--- src/rtl/run_det_pkg.sv ---
// Shared types and helpers for the run-of-ones detector scheduler.
package run_det_pkg;

    typedef enum logic [1:0] {StIdle, StShift, StDrain, StDone} state_t;

    localparam int unsigned MaxReq = 32;

    // Never returns less than 1 so that a derived width is always a legal vector.
    function automatic int unsigned clog2(input int unsigned value);
        int unsigned r;
        r = 0;
        for (int i = 0; i < 32; i++) begin
            if ((64'(1) << i) < 64'(value)) r = i + 1;
        end
        return (r == 0) ? 1 : r;
    endfunction

    function automatic logic [MaxReq-1:0] onehot(input int unsigned idx);
        return MaxReq'(1) << idx;
    endfunction

endpackage

--- src/rtl/run_det.sv ---
// Serial run-of-ones detector: y_out is high while the last RUN inputs were all ones.
module run_det
    import run_det_pkg::*;
#(
    parameter int unsigned RUN = 3
) (
    input  logic clk,
    input  logic rst,
    input  logic clr,
    input  logic x_in,
    output logic y_out
);

    localparam int unsigned CW = clog2(RUN + 1);

    logic [CW-1:0] r_cnt;

    // Saturates at RUN so a long run keeps flagging on every further one.
    always_ff @(posedge clk or posedge rst) begin
        if (rst) begin
            r_cnt <= '0;
        end else if (clr || !x_in) begin
            r_cnt <= '0;
        end else if (r_cnt != CW'(RUN)) begin
            r_cnt <= r_cnt + CW'(1);
        end
    end

    assign y_out = (r_cnt == CW'(RUN));

endmodule

--- src/rtl/run_det_sched.sv ---
// Round-robin scheduler feeding one requester's frame at a time through a shared
// run-of-ones detector and reporting the per-frame hit count.
module run_det_sched
    import run_det_pkg::*;
#(
    parameter int unsigned NREQ  = 4,
    parameter int unsigned WIDTH = 8,
    parameter int unsigned RUN   = 3
) (
    input  logic                          clk,
    input  logic                          rst,
    input  logic [NREQ-1:0]               req,
    input  logic [NREQ*WIDTH-1:0]         frame_data,
    output logic [NREQ-1:0]               gnt,
    output logic                          busy,
    output logic                          done,
    output logic [clog2(NREQ)-1:0]        done_id,
    output logic                          hit,
    output logic [clog2(WIDTH+1)-1:0]     hit_cnt
);

    localparam int unsigned IDW = clog2(NREQ);
    localparam int unsigned CW  = clog2(WIDTH + 1);

    // First set request at or after p, wrapping modulo NREQ.
    function automatic logic [IDW-1:0] rr_pick(input logic [NREQ-1:0] r,
                                               input logic [IDW-1:0]  p);
        logic [IDW-1:0] pick;
        logic [IDW-1:0] idx;
        pick = p;
        for (int i = int'(NREQ) - 1; i >= 0; i--) begin
            idx = IDW'((32'(p) + 32'(i)) % NREQ);
            if (r[idx]) pick = idx;
        end
        return pick;
    endfunction

    state_t          r_state;
    logic [NREQ-1:0] r_gnt;
    logic            r_busy;
    logic            r_done;
    logic            r_hit;
    logic [IDW-1:0]  r_done_id;
    logic [IDW-1:0]  r_sel;
    logic [IDW-1:0]  r_ptr;
    logic [CW-1:0]   r_hit_cnt;
    logic [CW-1:0]   r_cnt;
    logic [CW-1:0]   r_bitcnt;
    logic [WIDTH-1:0] r_shreg;

    logic            w_start;
    logic            w_x;
    logic            w_y;
    logic [IDW-1:0]  w_sel;
    logic [WIDTH-1:0] w_slice;

    assign w_sel   = rr_pick(req, r_ptr);
    assign w_start = (r_state == StIdle) && (req != '0);
    assign w_slice = frame_data[32'(w_sel) * WIDTH +: WIDTH];
    assign w_x     = (r_state == StShift) && r_shreg[0];

    run_det #(
        .RUN (RUN)
    ) u_run_det (
        .clk   (clk),
        .rst   (rst),
        .clr   (w_start),
        .x_in  (w_x),
        .y_out (w_y)
    );

    always_ff @(posedge clk or posedge rst) begin
        if (rst) begin
            r_state   <= StIdle;
            r_gnt     <= '0;
            r_busy    <= 1'b0;
            r_done    <= 1'b0;
            r_hit     <= 1'b0;
            r_done_id <= '0;
            r_hit_cnt <= '0;
            r_sel     <= '0;
            r_ptr     <= '0;
            r_cnt     <= '0;
            r_bitcnt  <= '0;
            r_shreg   <= '0;
        end else begin
            case (r_state)
                StIdle: begin
                    r_done    <= 1'b0;
                    r_hit     <= 1'b0;
                    r_done_id <= '0;
                    r_hit_cnt <= '0;
                    if (w_start) begin
                        r_gnt    <= NREQ'(onehot(32'(w_sel)));
                        r_busy   <= 1'b1;
                        r_sel    <= w_sel;
                        r_shreg  <= w_slice;
                        r_bitcnt <= '0;
                        r_cnt    <= '0;
                        r_state  <= StShift;
                    end
                end
                StShift: begin
                    r_shreg  <= r_shreg >> 1;
                    r_bitcnt <= r_bitcnt + CW'(1);
                    // The detector lags one bit; its output in the first cycle is stale.
                    if (w_y && (r_bitcnt != '0)) begin
                        r_cnt <= r_cnt + CW'(1);
                    end
                    if (r_bitcnt == CW'(WIDTH - 1)) begin
                        r_state <= StDrain;
                    end
                end
                StDrain: begin
                    if (w_y) begin
                        r_cnt <= r_cnt + CW'(1);
                    end
                    r_state <= StDone;
                end
                StDone: begin
                    r_done    <= 1'b1;
                    r_done_id <= r_sel;
                    r_hit_cnt <= r_cnt;
                    r_hit     <= (r_cnt != '0);
                    r_gnt     <= '0;
                    r_busy    <= 1'b0;
                    r_ptr     <= (r_sel == IDW'(NREQ - 1)) ? '0 : r_sel + IDW'(1);
                    r_state   <= StIdle;
                end
                default: begin
                    r_state <= StIdle;
                end
            endcase
        end
    end

    assign gnt     = r_gnt;
    assign busy    = r_busy;
    assign done    = r_done;
    assign done_id = r_done_id;
    assign hit     = r_hit;
    assign hit_cnt = r_hit_cnt;

endmodule

--- config.mk ---
export PLATFORM = sky130hd
export DESIGN_NAME = run_det_sched
export DESIGN_NICKNAME = d
export VERILOG_FILES = /design/src/rtl/run_det_pkg.sv /design/src/rtl/run_det.sv /design/src/rtl/run_det_sched.sv
export SDC_FILE = /design/constraint.sdc
export NUM_CORES = 1
export LEC_CHECK = 0
export ABC_AREA = 1
export CAP_MARGIN = 20
export CORE_ASPECT_RATIO = 2
export CORE_MARGIN = 2
export CORE_UTILIZATION = 50
export CTS_BUF_LIST = sky130_fd_sc_hd__clkbuf_4
export DETAILED_ROUTE_END_ITERATION = 10
export PLACE_DENSITY_LB_ADDON = 0.3
export SYNTH_ARGS = -nofsm -noshare
export SYNTH_HDL_FRONTEND = slang
export SYNTH_SLANG_ARGS = --single-unit
--- constraint.sdc ---
create_clock -name clk -period 5.1 [get_ports clk]
set_input_delay 1.53 -clock clk [delete_from_list [all_inputs] [get_ports clk]]
set_output_delay 1.53 -clock clk [all_outputs]
set_load 0.01 [all_outputs]
### Word-level counts from Yosys, hierarchy flattened

Cells that the tools add are included.

| operators by class | value |
|---|---|
| mux-type cells | 33 |
| $lt $le $gt $ge | 4 |
| shifts and indexed selects | 2 |
| equal/unequal tests | 11 |
| reductions and logical operators | 18 |
| add/subtract/negate cells | 7 |

Operators with widths:

| operator | number |
|---|---|
| variable part select 32 x 6 -> 8 bit | 1 |
| one-hot mux 4 bit (2 select lines) | 3 |
| 2-to-1 mux 2 bit | 9 |
| 2-to-1 mux 4 bit | 4 |
| one-hot mux 8 bit (2 select lines) | 1 |
| less-than comparator 2 x 3 -> 1 bit, second input constant | 4 |
| one-hot mux 4 bit (3 select lines) | 1 |
| nonzero test 4 bit | 3 |
| adder 4 x 1 -> 4 bit, second input constant | 2 |
| binary-select mux 1 bit (select 2 bit) | 4 |
| equality test 2 bit, second input constant | 4 |
| 2-to-1 mux 8 bit | 1 |
| one-hot mux 2 bit (4 select lines) | 1 |
| AND reduction 2 bit | 4 |
| adder 2 x 1 -> 2 bit, second input constant | 3 |
| != test 2 x 1 -> 1 bit, second input constant | 3 |
| one-hot mux 1 bit (2 select lines) | 3 |
| nonzero test 2 bit | 3 |
| 2-to-1 mux 1 bit | 5 |
| adder 2 bit, second input constant | 2 |
| equality test 4 x 3 -> 1 bit, second input constant | 1 |
| != test 2 bit, second input constant | 2 |
| one-hot mux 2 bit (2 select lines) | 1 |
| AND reduction 4 bit | 1 |
| 7 further kinds | 9 |

| word-level totals | value |
|---|---|
| word-level logic and storage cells | 88 |
| bits of input ports | 38 |
| register bits | 37 |
| output and inout bits | 13 |

### Logic depth before layout (Yosys ltp)

Gate-level depths: netlist of run 1.

| logic depth | value |
|---|---|
| word-level depth | 10 |
| gate-level depth with buffers | 18 |
| mapped depth without buffers | 16 |

### Cells and area by module

Synthesis of run 1 repeated with hierarchy kept, for this count alone.

| unflattened totals | value |
|---|---|
| cell total of the unflattened synthesis | 327 |
| area total of the unflattened synthesis | 2364.8 um2 |

By module, submodules not included:

| module | instances | cells an instance | area each (um2) | seq. area each (um2) |
|---|---|---|---|---|
| run_det_sched | 1 | 313 | 2258.4 | 875.8 |
| run_det | 1 | 14 | 106.4 | 50.0 |

### Worst setup path before layout of run 1

Ideal clock, no wire load.

| path | value |
|---|---|
| path kind | input to register |
| start point | in req[1] |
| end point | reg r_shreg[2] |
| data required time | 4979 ps |
| stages on the path | 15 |
| path slack | 2381 ps |
| library setup time | 121 ps |
| data arrival time | 2598 ps |
| path buffers | 1 |
| cells stage by stage | inv_1 -> nand2_1 -> nand3_1 -> nand2_1 -> inv_1 -> nand2_1 -> nand2_2 -> nand2_2 -> nand2_4 -> nand2_4 -> buf_12 -> nand3_1 -> nand2_1 -> o21bai_1 -> nand2_1 |

| on the way | value |
|---|---|
| word-level cells in the longest chain between the ends | 9 |
| elaborated cells on any way between the ends | 19 |
| those cells by class | eq/ne: 1; shift: 1; mux: 14; reduce/logical: 3 |

Ends and longest elaborated chain:

| item | line | source |
|---|---|---|
| start: declaration | run_det_sched.sv:12 | `input logic [NREQ-1:0] req,` |
| binary-select mux 1 bit (select 2 bit) | run_det_sched.sv:33 | `if (r[idx]) pick = idx;` |
| 2-to-1 mux 1 bit (not written as such) | run_det_sched.sv:33 |  |
| 2-to-1 mux 2 bit (4 in series) | run_det_sched.sv:33 |  |
| variable part select 32 x 6 -> 8 bit | run_det_sched.sv:59 | `assign w_slice = frame_data[32'(w_sel) * WIDTH +: WIDTH];` |
| 2-to-1 mux 8 bit | run_det_sched.sv:93 | `if (w_start) begin` |
| one-hot mux 8 bit (2 select lines) | run_det_sched.sv:87 | `case (r_state)` |
| end signal: assignment | run_det_sched.sv:97 | `r_shreg <= w_slice;` |
| end signal: assignment | run_det_sched.sv:104 | `r_shreg <= r_shreg >> 1;` |
| end: declaration | run_det_sched.sv:49 | `logic [WIDTH-1:0] r_shreg;` |

Parallel ways exist; a longest one is shown, timed or not. The select of a mux whose other input is x is not followed.
A chain may end at the register's enable or synchronous reset.

### Worst setup path in the final report of run 1

| path | value |
|---|---|
| start point | in req[3] |
| end point | reg r_shreg[3] |

The elaborated chain is that of the path after synthesis.

==> out/qor.csv, run 1 <==
stage;metric;value;unit
min_path;Hold WC Path Type;flop to flop;
timing;Hold Vio Cnt, Final;0;
cts;clock root buffer;clkbuf_4;
cts;cts repair resizes;0;
outcome;status;complete, no violations;
finish;area taken by multi-input logic gates;1190;um^2
pwr;sequential power share;26.6;%
finish;layout cells sized above 1;9.24;%
cts;Post-CTS Setup Bufs;0;
setup_path;critical path type;primary input to flop;
routing;via/cell ratio;5.16;
pwr;internal power;0.000929;W
setup_path;cells on worst reg2reg path;15;
min_path;hold path start;gnt[2];
pwr;worst vdd ir;0.361;mV
floorplan;Boundary Pins;51;
setup_path;reg2reg setup slack;2.69;ns
pwr;combinational share of power;62.3;%
timing;Fin Setup TNS;0;ns
flow_run;maximum capacitance violations;0;
cts;clk slew on worst S/H paths;0.11;ns
place;post-DP HPWL;4170;um
timing;Worst Skew;0.00710;ns
finish;# nets final;415;
floorplan;Starting Density;51.5;%
yosys;synth unique cells;32;
cts;Max H-tree Level;2;
place;DP Area;2880;um^2
yosys;Yosys reg bits;37;
routing;router iterations before antenna repair;4;
setup_path;Setup crit end;r_shreg[3];
yosys;Synth Area per Inst;7.47;um^2
floorplan;core footprint;4600;um^2
finish;Final Util;64.3;%
yosys;Cells after Synth;317;
routing;via count;2184;
grt;GRT Overall Usage;22.8;%
yosys;synthesized net count;365;
cts;cts bufs inserted;5;
finish;most common cell after layout, fill and taps aside;nand2_1;
setup_path;Setup crit end kind;flop;
finish;Sequential Area;926;um^2
pwr;Net Sw Power;0.000911;W
setup_path;CP Launch Type;primary input;
floorplan;num rows;35;
timing;Tcrit/Tclk final;69.0;%
finish;most frequent cells in the layout;109 x nand2_1, 50 x clkdlybuf4s50_1, 42 x inv_1;
floorplan;Die X;52.7;um
grt;vias in the first global route;2185;
pwr;sw frac;49.5;%
routing;ANT nets after route;0;
timing;fmax;0.284;GHz
cts;clk sinks;37;
timing;RSZ-0062 raised after global routing;no;
grt;first-pass GRT wire length;9170;um
grt;pin count of the biggest net entering global routing;38;
routing;Initial DRC Count;48;
finish;area grow syn2layout;24.9;%
yosys;Post-Syn Area;2370;um^2
pwr;Clk pwr share;11.2;%
setup_path;Setup crit start;req[3];
finish;Post-Layout Inst Area;2960;um^2
finish;n_diodes;0;
cts;clk_lat worst skew;0.34;ns
routing;WL final;5380;um
timing;min Tclk post-route;3.52;ns
setup_path;Crit Path Max Fanout;13;
yosys;Seq/Total Area, Yosys;39.1;%
timing;Slew Viols, Final;0;
finish;fillers;407;
setup_path;Worst Path Arrival;3.75;ns
routing;wire per inst;12.7;um
setup_path;RR Endpoint;r_shreg[1];
place;GP Congestion;0.792;
setup_path;RR Startpoint;r_ptr[0];
timing;worst-margin pin slew;0.638;ns
cts;CTS tree;yes;
grt;global route total overflow;0;
yosys;synth warn;0;
setup_path;CP required;5.33;ns
pwr;Pleak;1.56;nW
place;PortBufs;50;
cts;hold-fix buffer count after cts;0;
timing;# setup viols final;0;
pwr;Design Power;0.00184;W
pwr;Cell Pwr Density;622;nW/um^2
floorplan;Vert. Die Dim;101;um
cts;clock buffer depth;2;
floorplan;die area;5330;um^2
timing;relative slew slack;57.1;%
routing;Remaining DRCs;0;
grt;initial antenna violation count;0;
## worst min path at each step
stage	endpoint	slack, ns	cells after the start
2_1_floorplan	r_shreg[6]	0.44	2
3_3_place_gp	r_shreg[2]	0.46	2
3_5_place_dp	r_shreg[5]	0.47	2
4_1_cts	r_shreg[1]	0.49	2
5_1_grt	busy	0.53	2
6_report	gnt[2]	0.49	2
## power groups by stage
stage	logic (W)	clock network, W	registers, W
2_1_floorplan	0.000924	0	0.000480
4_1_cts	0.00116	0.000209	0.000488
3_5_place_dp	0.00115	0	0.000493
5_1_grt	0.00131	0.000220	0.000502
3_3_place_gp	0.00112	0	0.000491
6_report	0.00115	0.000205	0.000489
## metal layers
metal  global-route usage [%]  part of all wire, %
met1                     23.6                   38
met2                     43.6                   58
met3                     3.24                  2.4
met4                     8.88                  2.3
met5                        0                    0
## stage by stage
step	std cells	worst slack (ns)	hold slack [ns]
after floorplan	317	2.38	0.444
after global placement	415	1.24	0.458
after detailed placement	415	1.21	0.465
after CTS	423	1.57	0.494
after global routing	423	1.47	0.527
final	423	1.58	0.492
## synth_stat cells
cell type,number,area [um^2]
dfrtp_1,37,926
o31ai_1,2,15.0
clkbuf_4,1,7.51
nand2_1,109,409
ha_1,10,125
buf_6,2,22.5
buf_2,3,15.0
nor3b_1,1,7.51
or2_2,1,6.26
nand2_2,9,56.3
o21ai_0,21,105
inv_2,2,7.51
nor2_1,7,26.3
inv_8,1,11.3
buf_12,1,20.0
nor2_4,1,11.3
o211ai_2,1,12.5
nand3_2,7,70.1
inv_1,42,158
o21bai_1,6,45.0
nand2_4,2,22.5
xor2_1,3,26.3
a22oi_1,1,7.51
nand3_4,1,17.5
a21oi_1,9,45.0
nor3_1,2,10.0
nand3_1,29,145
o22ai_1,1,6.26
nand3b_1,1,7.51
nor4_1,1,6.26
a22o_1,1,8.76
clkbuf_1,2,7.51
## sequential cells by signal, indices dropped and copies added (netlist names)
signal	flops
busy	1
r_cnt	4
r_state	2
done	1
hit	1
r_sel	2
hit_cnt	4
done_id	2
r_shreg	8
u_run_det.r_cnt	2
r_ptr	2
gnt	4
r_bitcnt	4
## worst max-delay path: stages
cell and delay, ns:
clkdlybuf4s50_1 0.45, nor4_1 0.59, nand2_1 0.30, o21ai_0 0.15, buf_4 0.21, inv_1 0.16, o21ai_0 0.14, o21bai_1 0.15
nand2_1 0.06
## layout make-up
cell class              instances  area share (%)
well taps                      55            2.33
inverters                      45            5.96
flip-flops and latches         37            31.3
clock inverters                 2            1.14
repair buffers                 52            17.4
multi-input cells             226            40.3
clock buffers                   6            1.52
## cell families (layout without fill, tap and decap cells)
kind of cell               Yosys count  after routing  share of synthesized area [%]
xor gates and xnor gates             3              3                           1.11
adders and majority gates           10             10                           5.29
buffers and inverters               54            105                           10.5
DFF                                 37             37                           39.1
and+or+nand+nor                    171            171                           33.6
AOI/OAI and AO/OA                   42             42                           10.4
Power figures use the tool's default switching activity.
==> inputs of run 2 (changes only) <==
==> constraint.sdc (replaced) <==
create_clock -name clk -period 3.4 [get_ports clk]
set_input_delay 1.02 -clock clk [delete_from_list [all_inputs] [get_ports clk]]
set_output_delay 1.02 -clock clk [all_outputs]
set_load 0.01 [all_outputs]
==> run 2 against run 1 <==
- final cell count increased by 0.95%
- die area unchanged
- largest cell class unchanged
- sequential power increased by 51%
- clock power increased by 8%
- hold slack got worse by 0.0047 ns
==> out/qor.csv, run 2 (synthesized netlist as in run 1, its figures left out) <==
stage;metric;value;unit;change
grt;first-pass GRT wire length;9420;um;was 9170 um
place;PortBufs;50;;unchanged
timing;relative slew slack;68.9;%;was 57.1%
cts;hold-fix buffer count after cts;0;;unchanged
routing;Initial DRC Count;48;;unchanged
routing;WL final;5430;um;was 5380 um
finish;# nets final;419;;was 415
outcome;status;complete, no violations;;unchanged
grt;initial antenna violation count;0;;unchanged
routing;wire per inst;12.7;um;about the same
cts;clk_lat worst skew;0.35;ns;was 0.34 ns
finish;most frequent cells in the layout;109 x nand2_1, 50 x clkdlybuf4s50_1, 42 x inv_1;;unchanged
grt;global route total overflow;0;;unchanged
timing;Slew Viols, Final;0;;unchanged
floorplan;Starting Density;51.5;%;unchanged
grt;pin count of the biggest net entering global routing;38;;unchanged
setup_path;CP bufs+invs;2;;was 3
setup_path;CP required;3.69;ns;was 5.33 ns
floorplan;Boundary Pins;51;;unchanged
cts;clock buffer depth;2;;unchanged
finish;max FFs per register;8;;unchanged
routing;Remaining DRCs;0;;unchanged
pwr;sw frac;50.8;%;was 49.5%
place;post-DP HPWL;4280;um;was 4170 um
routing;ANT nets after route;0;;unchanged
setup_path;Slowest-stage cell, CP;clkdlybuf4s50_1;;was nor4_1
finish;fillers;420;;was 407
finish;area taken by multi-input logic gates;1190;um^2;unchanged
place;DP Area;2910;um^2;was 2880 um^2
place;GP Congestion;0.875;;was 0.792
finish;Top reg by flops;r_shreg;;unchanged
routing;via count;2217;;was 2184
floorplan;Die X;52.7;um;unchanged
grt;vias in the first global route;2197;;was 2185
setup_path;Top cell by count, worst path;nand2_1;;
cts;clock root buffer;clkbuf_4;;unchanged
routing;DR top layer;met4;;unchanged
timing;fmax;0.375;GHz;
timing;RSZ-0062 raised after global routing;no;;unchanged
timing;min Tclk post-route;2.66;ns;
setup_path;CP delay by family, top;simple AND/OR/NAND/NOR gates;;unchanged
setup_path;Crit Path Max Fanout;8;;was 13
cts;Post-CTS Setup Bufs;0;;unchanged
setup_path;critical path type;primary input to flop;;unchanged
pwr;sequential power share;27.0;%;was 26.6%
cts;CTS tree;yes;;unchanged
routing;via/cell ratio;5.19;;was 5.16
cts;clk sinks;37;;unchanged
setup_path;Setup crit end kind;flop;;unchanged
pwr;combinational share of power;64.8;%;was 62.3%
finish;most common cell after layout, fill and taps aside;nand2_1;;unchanged
finish;layout cells sized above 1;9.95;%;was 9.24%
floorplan;core footprint;4600;um^2;unchanged
routing;Routed met3 length;134;um;was 131 um
timing;# setup viols final;0;;unchanged
setup_path;crit-path cells;clkdlybuf4s50_1, nand2_1, nand2_1, nand2_1, nand2_1, nand2_1, nand2_1, nand2_1, nand2_1, nand2_1, buf_4, nor2_4, nand2_1, nand2_1, o21bai_1, nand2_1;;was clkdlybuf4s50_1, nor4_1, nand2_1, o21ai_0, buf_4, inv_1, o21ai_0, o21bai_1, nand2_1
floorplan;Vert. Die Dim;101;um;unchanged
finish;Post-Layout Inst Area;2960;um^2;about the same
setup_path;CP Launch Type;primary input;;unchanged
flow_run;maximum capacitance violations;0;;unchanged
cts;cts bufs inserted;5;;unchanged
finish;n_diodes;0;;unchanged
cts;cts repair resizes;0;;unchanged
floorplan;die area;5330;um^2;unchanged
finish;area grow syn2layout;25.0;%;was 24.9%
timing;Hold Vio Cnt, Final;0;;unchanged
timing;Fin Setup TNS;0;ns;unchanged
grt;GRT Overall Usage;23.3;%;was 22.8%
pwr;internal power;0.00134;W;was 0.000929 W
min_path;Hold WC Path Type;flop to flop;;unchanged
timing;Worst Skew;0.0139;ns;was 0.00710 ns
pwr;worst vdd ir;0.568;mV;was 0.361 mV
cts;Max H-tree Level;2;;unchanged
pwr;Pleak;1.56;nW;about the same
timing;Tcrit/Tclk final;78.3;%;
floorplan;num rows;35;;unchanged
finish;Sequential Area;926;um^2;unchanged
routing;routed length on met2;3080;um;was 3100 um
routing;met1 WL;2080;um;was 2020 um
timing;worst-margin pin slew;0.466;ns;was 0.638 ns
pwr;Cell Pwr Density;920;nW/um^2;was 622 nW/um^2
routing;router iterations before antenna repair;4;;unchanged
setup_path;Worst Path Arrival;2.95;ns;was 3.75 ns
pwr;Net Sw Power;0.00138;W;was 0.000911 W
pwr;Clk pwr share;8.2;%;was 11.2%
setup_path;Crit path largest cell delay;0.50;ns;was 0.59 ns
cts;clk slew on worst S/H paths;0.12;ns;was 0.11 ns
## run 2: layout make-up
type	instances	share of cell area [%]
Clock buffer	5	1.27
Clock inverter	3	0.423
Inverter	45	5.96
Sequential cell	37	31.3
Multi-Input combinational cell	226	40.3
Timing Repair Buffer	56	18.4
Tap cell	55	2.33
## run 2: worst reg2reg max path: stages (launching register included)
cell	delay [ns]
dfrtp_1	0.64
inv_8	0.08
nand2_1	0.08
nand2_1	0.07
nand2_1	0.09
nand2_1	0.05
nand2_1	0.05
nand2_1	0.04
nand2_1	0.05
nand2_1	0.04
nand2_1	0.27
inv_1	0.27
nand3_1	0.12
nand2_1	0.06
o21bai_1	0.15
nand2_1	0.06
## run 2: path summary, 6_finish.rpt
path / from / endpoint / slack [ns] / depth (start not counted)
setup reg to reg: r_ptr[0] / r_shreg[1] / 1.18 / 15
max in group asynchronous: rst / r_shreg[6] / 1.99 / 3
hold / removal: r_shreg[1] / r_shreg[1] / 0.49 / 2
hold reg to reg: r_shreg[1] / r_shreg[1] / 0.49 / 2
min in group asynchronous: rst / u_run_det.r_cnt[1] / 1.07 / 3
setup / recovery: req[0] / r_shreg[5] / 0.74 / 16
## run 2: metal layers
metal | vias up | track usage, %
li1 | 1107 | -
met4 | 0 | 8.88
met1 | 1053 | 24.5
met3 | 13 | 4.13
met5 | - | 0
met2 | 44 | 43.7
## run 2: stage by stage
stage	utilization, %	setup WS [ns]	hold WS, ns	total power (W)	instances
2_1_floorplan	-	1.19	0.444	0.00211	317
3_3_place_gp	63.3	0.399	0.457	0.00246	419
3_5_place_dp	63.3	0.352	0.461	0.00251	419
4_1_cts	64.4	0.729	0.491	0.00273	427
5_1_grt	64.4	0.526	0.514	0.00301	427
6_report	64.4	0.736	0.488	0.00272	427
## run 2: power by group through the flow
stage               logic (W)  registers (W)  clock network (W)
detailed placement    0.00176       0.000744                  0
global placement      0.00172       0.000736                  0
CTS                   0.00177       0.000735           0.000227
floorplan             0.00139       0.000719                  0
global route          0.00201       0.000756           0.000250
finish                0.00176       0.000736           0.000222
==> inputs of run 3 (changes only) <==
--- a/config.mk
+++ b/config.mk
@@ -9,7 +9,7 @@
 export CAP_MARGIN = 20
 export CORE_ASPECT_RATIO = 2
 export CORE_MARGIN = 2
-export CORE_UTILIZATION = 50
+export CORE_UTILIZATION = 48
 export CTS_BUF_LIST = sky130_fd_sc_hd__clkbuf_4
 export DETAILED_ROUTE_END_ITERATION = 10
 export PLACE_DENSITY_LB_ADDON = 0.3
==> constraint.sdc (replaced) <==
create_clock -name clk -period 2.4 [get_ports clk]
set_input_delay 0.72 -clock clk [delete_from_list [all_inputs] [get_ports clk]]
set_output_delay 0.72 -clock clk [all_outputs]
set_load 0.01 [all_outputs]
==> run 3 against run 2 <==
- largest power group unchanged
- worst setup slack got worse by 0.59 ns
- clock power increased by 96%
- largest cell class unchanged
- critical endpoint is now r_shreg[1]
- sequential share of layout area decreased by 1.4 points
- sequential power increased by 41%
- utilization decreased by 0.18 points
- clock skew increased by 0.0012 ns
==> out/qor.csv, run 3 (synthesized netlist as in run 1, its figures left out) <==
stage;metric;value;unit;change
routing;router iterations before antenna repair;5;;was 4
finish;Top reg by flops;r_shreg;;unchanged
cts;CTS tree;yes;;unchanged
pwr;internal power;0.00222;W;was 0.00134 W
cts;clock buffer depth;2;;unchanged
place;post-DP HPWL;4230;um;was 4280 um
cts;clk sinks;37;;unchanged
routing;via count;2165;;was 2217
routing;Remaining DRCs;0;;unchanged
timing;Worst Skew;0.0152;ns;was 0.0139 ns
pwr;combinational share of power;64.7;%;was 64.8%
setup_path;critical path type;primary input to flop;;unchanged
place;GP Congestion;0.769;;was 0.875
setup_path;CP Launch Type;primary input;;unchanged
setup_path;Crit path largest cell delay;0.52;ns;was 0.50 ns
outcome;status;complete, no violations;;unchanged
setup_path;Top cell by count, worst path;nand2_1;;unchanged
grt;met2 GRT Util;42.3;%;was 43.7%
finish;layout cells sized above 1;13.0;%;was 9.95%
timing;relative slew slack;69.0;%;was 68.9%
timing;worst-margin pin slew;0.465;ns;was 0.466 ns
pwr;Design Power;0.00417;W;was 0.00272 W
setup_path;Setup crit end kind;flop;;unchanged
finish;area grow syn2layout;30.7;%;was 25.0%
setup_path;CP required;2.63;ns;was 3.69 ns
setup_path;crit-path cells;clkdlybuf4s50_1, inv_1, nand2_1, nand3_2, nand2_1, inv_1, nand2_1, nand2_2, nand2_2, nand2_4, nand2_4, nor2_4, nand2_1, nand2_1, o21bai_1, nand2_1;;was clkdlybuf4s50_1, nand2_1, nand2_1, nand2_1, nand2_1, nand2_1, nand2_1, nand2_1, nand2_1, nand2_1, buf_4, nor2_4, nand2_1, nand2_1, o21bai_1, nand2_1
routing;Initial DRC Count;28;;was 48
pwr;Pleak;1.64;nW;was 1.56 nW
finish;Final Util;64.2;%;was 64.4%
timing;Tcrit/Tclk final;93.8;%;
pwr;worst vdd ir;1.00;mV;was 0.568 mV
grt;initial antenna violation count;0;;unchanged
grt;GRT busiest layer;met2;;unchanged
floorplan;num rows;36;;was 35
timing;slack of the critical path;0.150;ns;was 0.736 ns
finish;n_diodes;0;;unchanged
floorplan;core footprint;4820;um^2;was 4600 um^2
cts;hold-fix buffer count after cts;0;;unchanged
finish;Post-Layout Inst Area;3090;um^2;was 2960 um^2
grt;global route total overflow;0;;unchanged
place;DP Area;3010;um^2;was 2910 um^2
timing;Hold Vio Cnt, Final;0;;unchanged
finish;# nets final;431;;was 419
place;PortBufs;50;;unchanged
timing;Slew Viols, Final;0;;unchanged
timing;fmax;0.444;GHz;
setup_path;CP delay by family, top;simple AND/OR/NAND/NOR gates;;unchanged
floorplan;Vert. Die Dim;103;um;was 101 um
grt;pin count of the biggest net entering global routing;38;;unchanged
cts;clock root buffer;clkbuf_4;;unchanged
setup_path;Slowest-stage cell, CP;clkdlybuf4s50_1;;unchanged
pwr;sw frac;46.7;%;was 50.8%
timing;min Tclk post-route;2.25;ns;
cts;cts repair resizes;0;;unchanged
floorplan;Die X;53.7;um;was 52.7 um
setup_path;CP bufs+invs;3;;was 2
grt;vias in the first global route;2104;;was 2197
min_path;Hold WC Path Type;flop to flop;;unchanged
timing;RSZ-0062 raised after global routing;no;;unchanged
finish;max FFs per register;8;;unchanged
finish;most frequent cells in the layout;109 x nand2_1, 50 x clkdlybuf4s50_1, 42 x inv_1;;unchanged
timing;# setup viols final;0;;unchanged
pwr;sequential power share;24.9;%;was 27.0%
grt;met3 Resource Use GR;2.44;%;was 4.13%
floorplan;Boundary Pins;51;;unchanged
cts;clk_lat worst skew;0.35;ns;about the same
pwr;Cell Pwr Density;1350;nW/um^2;was 920 nW/um^2
grt;first-pass GRT wire length;8830;um;was 9420 um
floorplan;Starting Density;49.1;%;was 51.5%
flow_run;maximum capacitance violations;0;;unchanged
routing;WL final;5270;um;was 5430 um
setup_path;Worst Path Arrival;2.48;ns;was 2.95 ns
pwr;Net Sw Power;0.00195;W;was 0.00138 W
grt;GR Layer Usage met1;21.6;%;was 24.5%
finish;most common cell after layout, fill and taps aside;nand2_1;;unchanged
routing;wire per inst;11.9;um;was 12.7 um
cts;Post-CTS Setup Bufs;0;;unchanged
routing;ANT nets after route;0;;unchanged
cts;cts bufs inserted;5;;unchanged
pwr;Clk pwr share;10.4;%;was 8.2%
cts;Max H-tree Level;2;;unchanged
floorplan;die area;5540;um^2;was 5330 um^2
setup_path;Crit Path Max Fanout;19;;was 8
grt;GRT Overall Usage;21.3;%;was 23.3%
place;worst slack at placement;-0.225;ns;was 0.352 ns
routing;via/cell ratio;4.91;;was 5.19
cts;clk slew on worst S/H paths;0.10;ns;was 0.12 ns
run 3: stage by stage:
stage,std cells,setup TNS [ns],hold slack [ns]
6_report,441,0,0.490
5_1_grt,441,0,0.523
4_1_cts,441,0,0.496
3_5_place_dp,433,-2.50,0.470
3_3_place_gp,433,-1.77,0.457
2_1_floorplan,317,0,0.444
run 3: layer usage:
metal,wire length (um),part of all wire [%],vias up
li1,-,-,1132
met1,2000,38,989
met2,3030,58,36
met3,157,3.0,8
met4,78,1.5,0
met5,0,0,-
run 3: cell type report:
cell class	instances	area (um^2)
fillers	450	1730
multi-input cells	226	1190
flip-flops and latches	37	926
repair buffers	68	648
inverters	45	176
well taps	57	71.3
clock buffers	6	45.0
clock inverters	2	33.8
run 3: tightest hold or removal path, cell delays in order, from the launching register on:
cell and delay [ns]:
dfrtp_1 0.36, nand2_1 0.05, nand2_1 0.05
run 3: worst paths after layout:
path                            startpoint    endpoint  slack (ns)  depth (start not counted)
worst max-delay path                req[3]  r_shreg[1]        0.15                         16
worst min-delay path            r_shreg[3]  r_shreg[3]        0.49                          2
worst max register to register    r_ptr[0]  r_shreg[1]        0.36                         15
worst min register to register  r_shreg[3]  r_shreg[3]        0.49                          2
max in group asynchronous              rst  r_shreg[4]        1.30                          3
min in group asynchronous              rst    r_cnt[1]        0.77                          3
run 3: power by group through the flow:
stage | logic, W | registers [W] | clock network [W]
global route | 0.00307 | 0.00106 | 0.000471
global placement | 0.00267 | 0.00104 | 0
detailed placement | 0.00272 | 0.00105 | 0
CTS | 0.00273 | 0.00104 | 0.000447
floorplan | 0.00196 | 0.00102 | 0
finish | 0.00270 | 0.00104 | 0.000435
